--- config.mk ---
export PLATFORM = sky130hd
export DESIGN_NAME = gamma_encode_lut_stream
export DESIGN_NICKNAME = d
export VERILOG_FILES = /design/src/rtl/gamma_encode_lut_stream.sv
export SDC_FILE = /design/constraint.sdc
export NUM_CORES = 2
export LEC_CHECK = 0
export CORE_MARGIN = 2
export CORE_UTILIZATION = 63
export DETAILED_ROUTE_END_ITERATION = 16
export PLACE_DENSITY_LB_ADDON = 0.12
export SETUP_SLACK_MARGIN = 0.1
export SYNTH_ARGS = -nofsm -noshare
export SYNTH_HDL_FRONTEND = slang
export SYNTH_SLANG_ARGS = --single-unit
export TNS_END_PERCENT = 100
--- constraint.sdc ---
create_clock -name clk -period 14.11 [get_ports clk]
set_input_delay 1.411 -clock clk [delete_from_list [all_inputs] [get_ports clk]]
set_output_delay 1.411 -clock clk [all_outputs]
set_load 0.02 [all_outputs]
--- src/rtl/gamma_encode_lut_stream.sv ---
// Purpose  : inverse-gamma (encode) pixel mapper through a double-buffered, host-programmable LUT.
// Latency  : 2 cycles for pixel data and the three sync signals, in every state.
// Backpress: none; the pixel stream is never stalled, and host writes/commits are never refused in RUN.
//
// Ports:
//   clk, rst                         pixel clock, asynchronous active-high reset
//   per_frame_vsync/href/clken       input syncs, per_img_Y linear input pixel
//   post_frame_vsync/href/clken      syncs delayed by 2 cycles
//   post_img_Y                       encoded pixel, 0 whenever post_frame_clken is 0
//   lut_wr_en/addr/data              host write port, always into the shadow bank
//   lut_commit                       request a shadow/active swap at the next frame start
//   lut_ready                        high once both banks hold the identity curve
//   swap_pending                     commit accepted, swap still waiting for a frame start
//   bank_sel                         index of the bank that pixels are read from
module gamma_encode_lut_stream #(
    parameter int   DATA_WIDTH = 8,
    parameter logic VSYNC_POL  = 1'b1
) (
    input  logic                  clk,
    input  logic                  rst,
    input  logic                  per_frame_vsync,
    input  logic                  per_frame_href,
    input  logic                  per_frame_clken,
    input  logic [DATA_WIDTH-1:0] per_img_Y,
    output logic                  post_frame_vsync,
    output logic                  post_frame_href,
    output logic                  post_frame_clken,
    output logic [DATA_WIDTH-1:0] post_img_Y,
    input  logic                  lut_wr_en,
    input  logic [DATA_WIDTH-1:0] lut_wr_addr,
    input  logic [DATA_WIDTH-1:0] lut_wr_data,
    input  logic                  lut_commit,
    output logic                  lut_ready,
    output logic                  swap_pending,
    output logic                  bank_sel
);

    localparam int DEPTH = 1 << DATA_WIDTH;

    typedef enum logic {
        ST_INIT = 1'b0,
        ST_RUN  = 1'b1
    } state_t;

    state_t                state, state_nxt;
    logic [DATA_WIDTH-1:0] init_cnt;

    // Two LUT banks; bank_sel picks the one that feeds the pixel path.
    logic [DATA_WIDTH-1:0] bank0 [DEPTH];
    logic [DATA_WIDTH-1:0] bank1 [DEPTH];

    // Stage-1 registers: read address and syncs.
    logic                  vsync_d1, href_d1, clken_d1;
    logic [DATA_WIDTH-1:0] rd_addr;
    logic [DATA_WIDTH-1:0] rd_data;

    logic                  in_run;
    logic                  frame_start;

    assign in_run      = (state == ST_RUN);
    // vsync_d1 doubles as the delayed vsync for edge detection.
    assign frame_start = (per_frame_vsync == VSYNC_POL) && (vsync_d1 != VSYNC_POL);

    // ------------------------------------------------------------------
    // FSM: INIT sweeps every address once, then RUN forever.
    // ------------------------------------------------------------------
    always_ff @(posedge clk or posedge rst) begin
        if (rst) begin
            state    <= ST_INIT;
            init_cnt <= '0;
        end else begin
            state <= state_nxt;
            if (state == ST_INIT) begin
                init_cnt <= init_cnt + 1'b1;
            end
        end
    end

    always_comb begin
        state_nxt = state;
        case (state)
            ST_INIT: if (&init_cnt) state_nxt = ST_RUN;
            ST_RUN:  state_nxt = ST_RUN;
            default: state_nxt = ST_INIT;
        endcase
    end

    // ------------------------------------------------------------------
    // LUT RAM. INIT loads identity into both banks; in RUN only the
    // shadow bank (the one not selected before any same-cycle swap) is
    // writable, so the curve in use can never change mid-frame.
    // ------------------------------------------------------------------
    always_ff @(posedge clk) begin
        if (state == ST_INIT) begin
            bank0[init_cnt] <= init_cnt;
            bank1[init_cnt] <= init_cnt;
        end else if (lut_wr_en) begin
            if (bank_sel) begin
                bank0[lut_wr_addr] <= lut_wr_data;
            end else begin
                bank1[lut_wr_addr] <= lut_wr_data;
            end
        end
    end

    assign rd_data = bank_sel ? bank1[rd_addr] : bank0[rd_addr];

    // ------------------------------------------------------------------
    // Pixel pipeline: stage 1 captures address + syncs, stage 2 captures
    // the active-bank data + syncs. Data is forced to 0 outside valid
    // pixels and while the LUT is still being initialised.
    // ------------------------------------------------------------------
    always_ff @(posedge clk or posedge rst) begin
        if (rst) begin
            vsync_d1         <= 1'b0;
            href_d1          <= 1'b0;
            clken_d1         <= 1'b0;
            rd_addr          <= '0;
            post_frame_vsync <= 1'b0;
            post_frame_href  <= 1'b0;
            post_frame_clken <= 1'b0;
            post_img_Y       <= '0;
        end else begin
            vsync_d1         <= per_frame_vsync;
            href_d1          <= per_frame_href;
            clken_d1         <= per_frame_clken;
            rd_addr          <= per_img_Y;
            post_frame_vsync <= vsync_d1;
            post_frame_href  <= href_d1;
            post_frame_clken <= clken_d1;
            post_img_Y       <= (in_run && clken_d1) ? rd_data : '0;
        end
    end

    // ------------------------------------------------------------------
    // Bank control. A commit arms the swap; the swap itself waits for a
    // frame start so a frame is always mapped by a single curve. A
    // commit that lands on the frame-start cycle swaps immediately.
    // ------------------------------------------------------------------
    always_ff @(posedge clk or posedge rst) begin
        if (rst) begin
            lut_ready    <= 1'b0;
            swap_pending <= 1'b0;
            bank_sel     <= 1'b0;
        end else begin
            lut_ready <= in_run;
            if (in_run) begin
                if (frame_start && (swap_pending || lut_commit)) begin
                    bank_sel     <= ~bank_sel;
                    swap_pending <= 1'b0;
                end else if (lut_commit) begin
                    swap_pending <= 1'b1;
                end
            end
        end
    end

endmodule

==> summary.md <==
| Metric | Value |
|---|---|
| Clock period minus worst slack | 6.25 ns |
| Post-synthesis register bit count | between 4000 and 5000 |
| Die Span X | roughly 510 um |
| I/O Buffers | 44 |
| Post-Synth XOR/XNOR Area | 0.000435 |
| Largest family of logic cells by synthesized area | multiplexers |
| Vias | around 83000 |
| Reg2reg end | post_img_Y[2] |
| Drt pass-1 iters | 6 |
| Yosys Warn Count | 0 |
| Pwr Total | between 20000 and 25000 uW |
| Post-synthesis compound-gate area fraction | 0.0348 |
| LEAKAGE | 0.0541 uW |
| Internal Power | about 20000 uW |
| I/O pin count | 45 |
| Synth area leader | edfxtp_1 |
| Hold Fails Final Rpt | 0 |
| Vias in the first global route | a little over 80000 |
| GP Congestion | between 0.9 and 1 |
| Global-route wire length before repair | around 590 mm |
| Post-synthesis sequential area ratio | 0.770 |
| Sequential standard cell area | about 120000 um^2 |
| WL final | 419 mm |
| Part of the power in registers | 0.537 |
| Clk network pwr share | 0.434 |
| Share of layout cells above drive strength 1 | 0.200 |
| Area of the multi-input gates | 34500 um^2 |
| Ys flop type | edfxtp_1 |
| Die ar. | 259000 um^2 |
| Slew Limit Fails | 0 |
| Die height | 509 um |
| Crit path kind | reg -> reg |
| Root buf cell | clkbuf_16 |
| Clk sinks | between 4000 and 5000 |
| Clk_skew | 0.0522 ns |
| Final setup vio count | 0 |
| CP Capture Type | flip-flop |
| Reg2reg start | rd_addr[0] |
| Max Root-Sink Buffers | 4 |
| Synth area leaders | edfxtp_1 76%, mux4_2 11%, mux2i_1 2.2%, nor2_1 1.5%, nand2_1 0.69% |
| WP data arrival | between 7 and 8 ns |
| Layout Nets | 8097 |
| Clock-pin slew on the worst setup and hold paths | about 0.07 ns |
| Crit path launch type | flip-flop |
| Fmax | 160 MHz |
| Critical path fanouts, max | approximately 100 |
| Avg Inst Size Synth | about 20 um^2 |
| Core area | ~250000 um^2 |
| Switching Share | 0.202 |
| Post-Syn Area | roughly 160000 um^2 |
| Maxcap violations | 0 |
| Most numerous cell in the Yosys netlist | edfxtp_1 |
| Post-synthesis cell count | ~8000 |
| Post-Syn Nets | between 7000 and 8000 |
| Post-Synth Simple-Gate Area | 0.0340 |
| HP Start | href_d1 |
| Total congestion overflow | 0 |
| PD cells | about 140 nW/um^2 |
| Starting Density | 0.633 |
| VDD IR max | 148 uV |
| H-tree depth | 5 |
| Synth top cells by count | 4096 x edfxtp_1, 803 x mux4_2, 647 x nor2_1 |
| CP startpoint | rd_addr[0] |
| RSZ-0062 raised after global routing | no |
| CTS tree | built |
| Final Cycle Share | 0.443 |
| Number of synthesized flops with an enable pin | a little over 4000 |
| CP required | 15.00 ns |
| Post-CTS sizing | 0 |
| Worst-Margin Slew | between 1 and 1.5 ns |
| Internal reg-to-reg setup slack | slightly below 8 ns |
| Wirelength per Cell | approximately 36 um |
| Status | completed |
| Worst Hold Class | reg -> reg |
| Top-area cell type share of the netlist area | 0.764 |
| Setup TNS | 0 ns |
| CTS Hold Buffers Added | 0 |
| # DRC | 0 |
| WHS Endpoint | post_frame_href |
| Fill cells | between 15000 and 20000 |
| Post-Synth Adder-Cell Area | 0.0000778 |
| Asr flop ratio synth | 0.00823 |
| Vias per cell | 7.02 |
| Net load switching power | between 4000 and 5000 uW |
| Setup Buffers After CTS | 0 |
| Slew margin rel. | 0.0578 |
| Site Rows | roughly 190 |
| Detailed placement HPWL | 257 mm |
| Multiplexer share of the synthesized area | 0.142 |
| DR iter-0 viols | roughly 13000 |
| Tot GR Track Use | 0.325 |
| Worst R2R Path Depth | 9 |
| Clk Latency, worst-skew pair | 1.00 ns |
| Area Growth Syn to Fin | 10.4% |
| Largest net degree at the start of global routing | 213 |
| Initial antenna violation count | 19 |
| Logic pwr share | 0.029 |
| Antenna-violating nets left | 0 |
| Distinct cells, synth | just under 80 |
| CTS Buf Count | 413 |
| Hold Path Depth | 0 |
worst max-delay path, cell delays in order (launching register included):
cell       delay, ns
dfrtp_4         0.75
buf_12          0.59
buf_4           0.69
buf_4           0.80
mux2i_1         0.25
o221ai_1        0.29
o31ai_1         0.12
a2111oi_1       1.19
nand4b_1        0.73
o221ai_1        0.42
how the worst max path moves through the flow:
stage	endpoint	slack, ns	depth (start not counted)
floorplan	bank1[0][3]	0.16	4
global placement	post_img_Y[2]	8.09	9
detailed placement	post_img_Y[2]	7.99	9
CTS	post_img_Y[2]	7.95	9
global route	post_img_Y[2]	7.41	9
finish	post_img_Y[2]	7.86	9
sequential cells by signal (all words and copies together) (netlist names):
| register | flops |
|---|---|
| bank0 | 2048 |
| bank1 | 2048 |
| init_cnt | 8 |
| post_img_Y | 8 |
| rd_addr | 8 |
| bank_sel | 1 |
| clken_d1 | 1 |
| href_d1 | 1 |
| in_run | 1 |
| lut_ready | 1 |
| post_frame_clken | 1 |
| post_frame_href | 1 |
| post_frame_vsync | 1 |
| swap_pending | 1 |
| vsync_d1 | 1 |
metrics by stage:
step                      hold WS (ns)  instance area [um^2]  utilization  worst slack (ns)  cells
after floorplan                  0.331                161000            -             0.159   7899
after global placement           0.333                165000        0.647              8.09  11013
after detailed placement         0.340                165000        0.647              7.99  11015
after CTS                        0.353                178000        0.699              7.95  11754
after global routing             0.358                178000        0.699              7.41  11759
final                            0.352                178000        0.699              7.86  11764
routing by layer:
metal	GRT usage	vias to the layer above	share of wire
met5	0	-	0.00033
met4	0.111	18	0.039
met3	0.0954	808	0.13
met2	0.480	5418	0.46
met1	0.473	43273	0.37
li1	-	33095	-
final cells by class:
| class | count | area share |
|---|---|---|
| multi-input cells | 3282 | 0.194 |
| flip-flops and latches | 4130 | 0.697 |
| clock inverters | 236 | 0.0131 |
| repair buffers | 228 | 0.0111 |
| diodes | 9 | 0.000127 |
| clock buffers | 503 | 0.0608 |
| well taps | 3366 | 0.0237 |
| inverters | 10 | 0.000225 |
layout by cell type, fill, tap and decap left out, drive strengths merged, types with 15 or more instances in the layout:
master,count
a2111oi,35
a211o,29
a211oi,37
a21oi,103
a221oi,35
a22o,33
a22oi,138
and3,15
buf,183
bufinv,44
clkbuf,503
clkdlybuf4s50,44
clkinv,166
clkinvlp,22
dfrtp,34
edfxtp,4096
mux2,36
mux2i,357
mux4,836
nand2,297
nand3,89
nand4b,16
nor2,648
nor2b,23
nor3,34
nor4,30
o21ai,84
o221ai,54
o22ai,163
or4,16
power groups by stage:
stage	Combinational (uW)	Sequential, uW	Clock [uW]
4_1_cts	704	13300	10800
3_3_place_gp	699	13500	0
2_1_floorplan	477	13500	0
3_5_place_dp	702	13500	0
5_1_grt	736	13300	11300
6_report	716	13300	10800
cells by family (layout without fill, tap and decap cells):
group                      Yosys count  count (layout)
muxes                             1229            1229
buffers and inverters              487             977
DFF                               4130            4130
AOI/OAI and AO/OA                  797             797
and+or+nand+nor                   1247            1247
adders and majority gates            1               1
xor gates and xnor gates             8               8
other                                0               9
No activity file was read; power rests on OpenSTA's default activity.
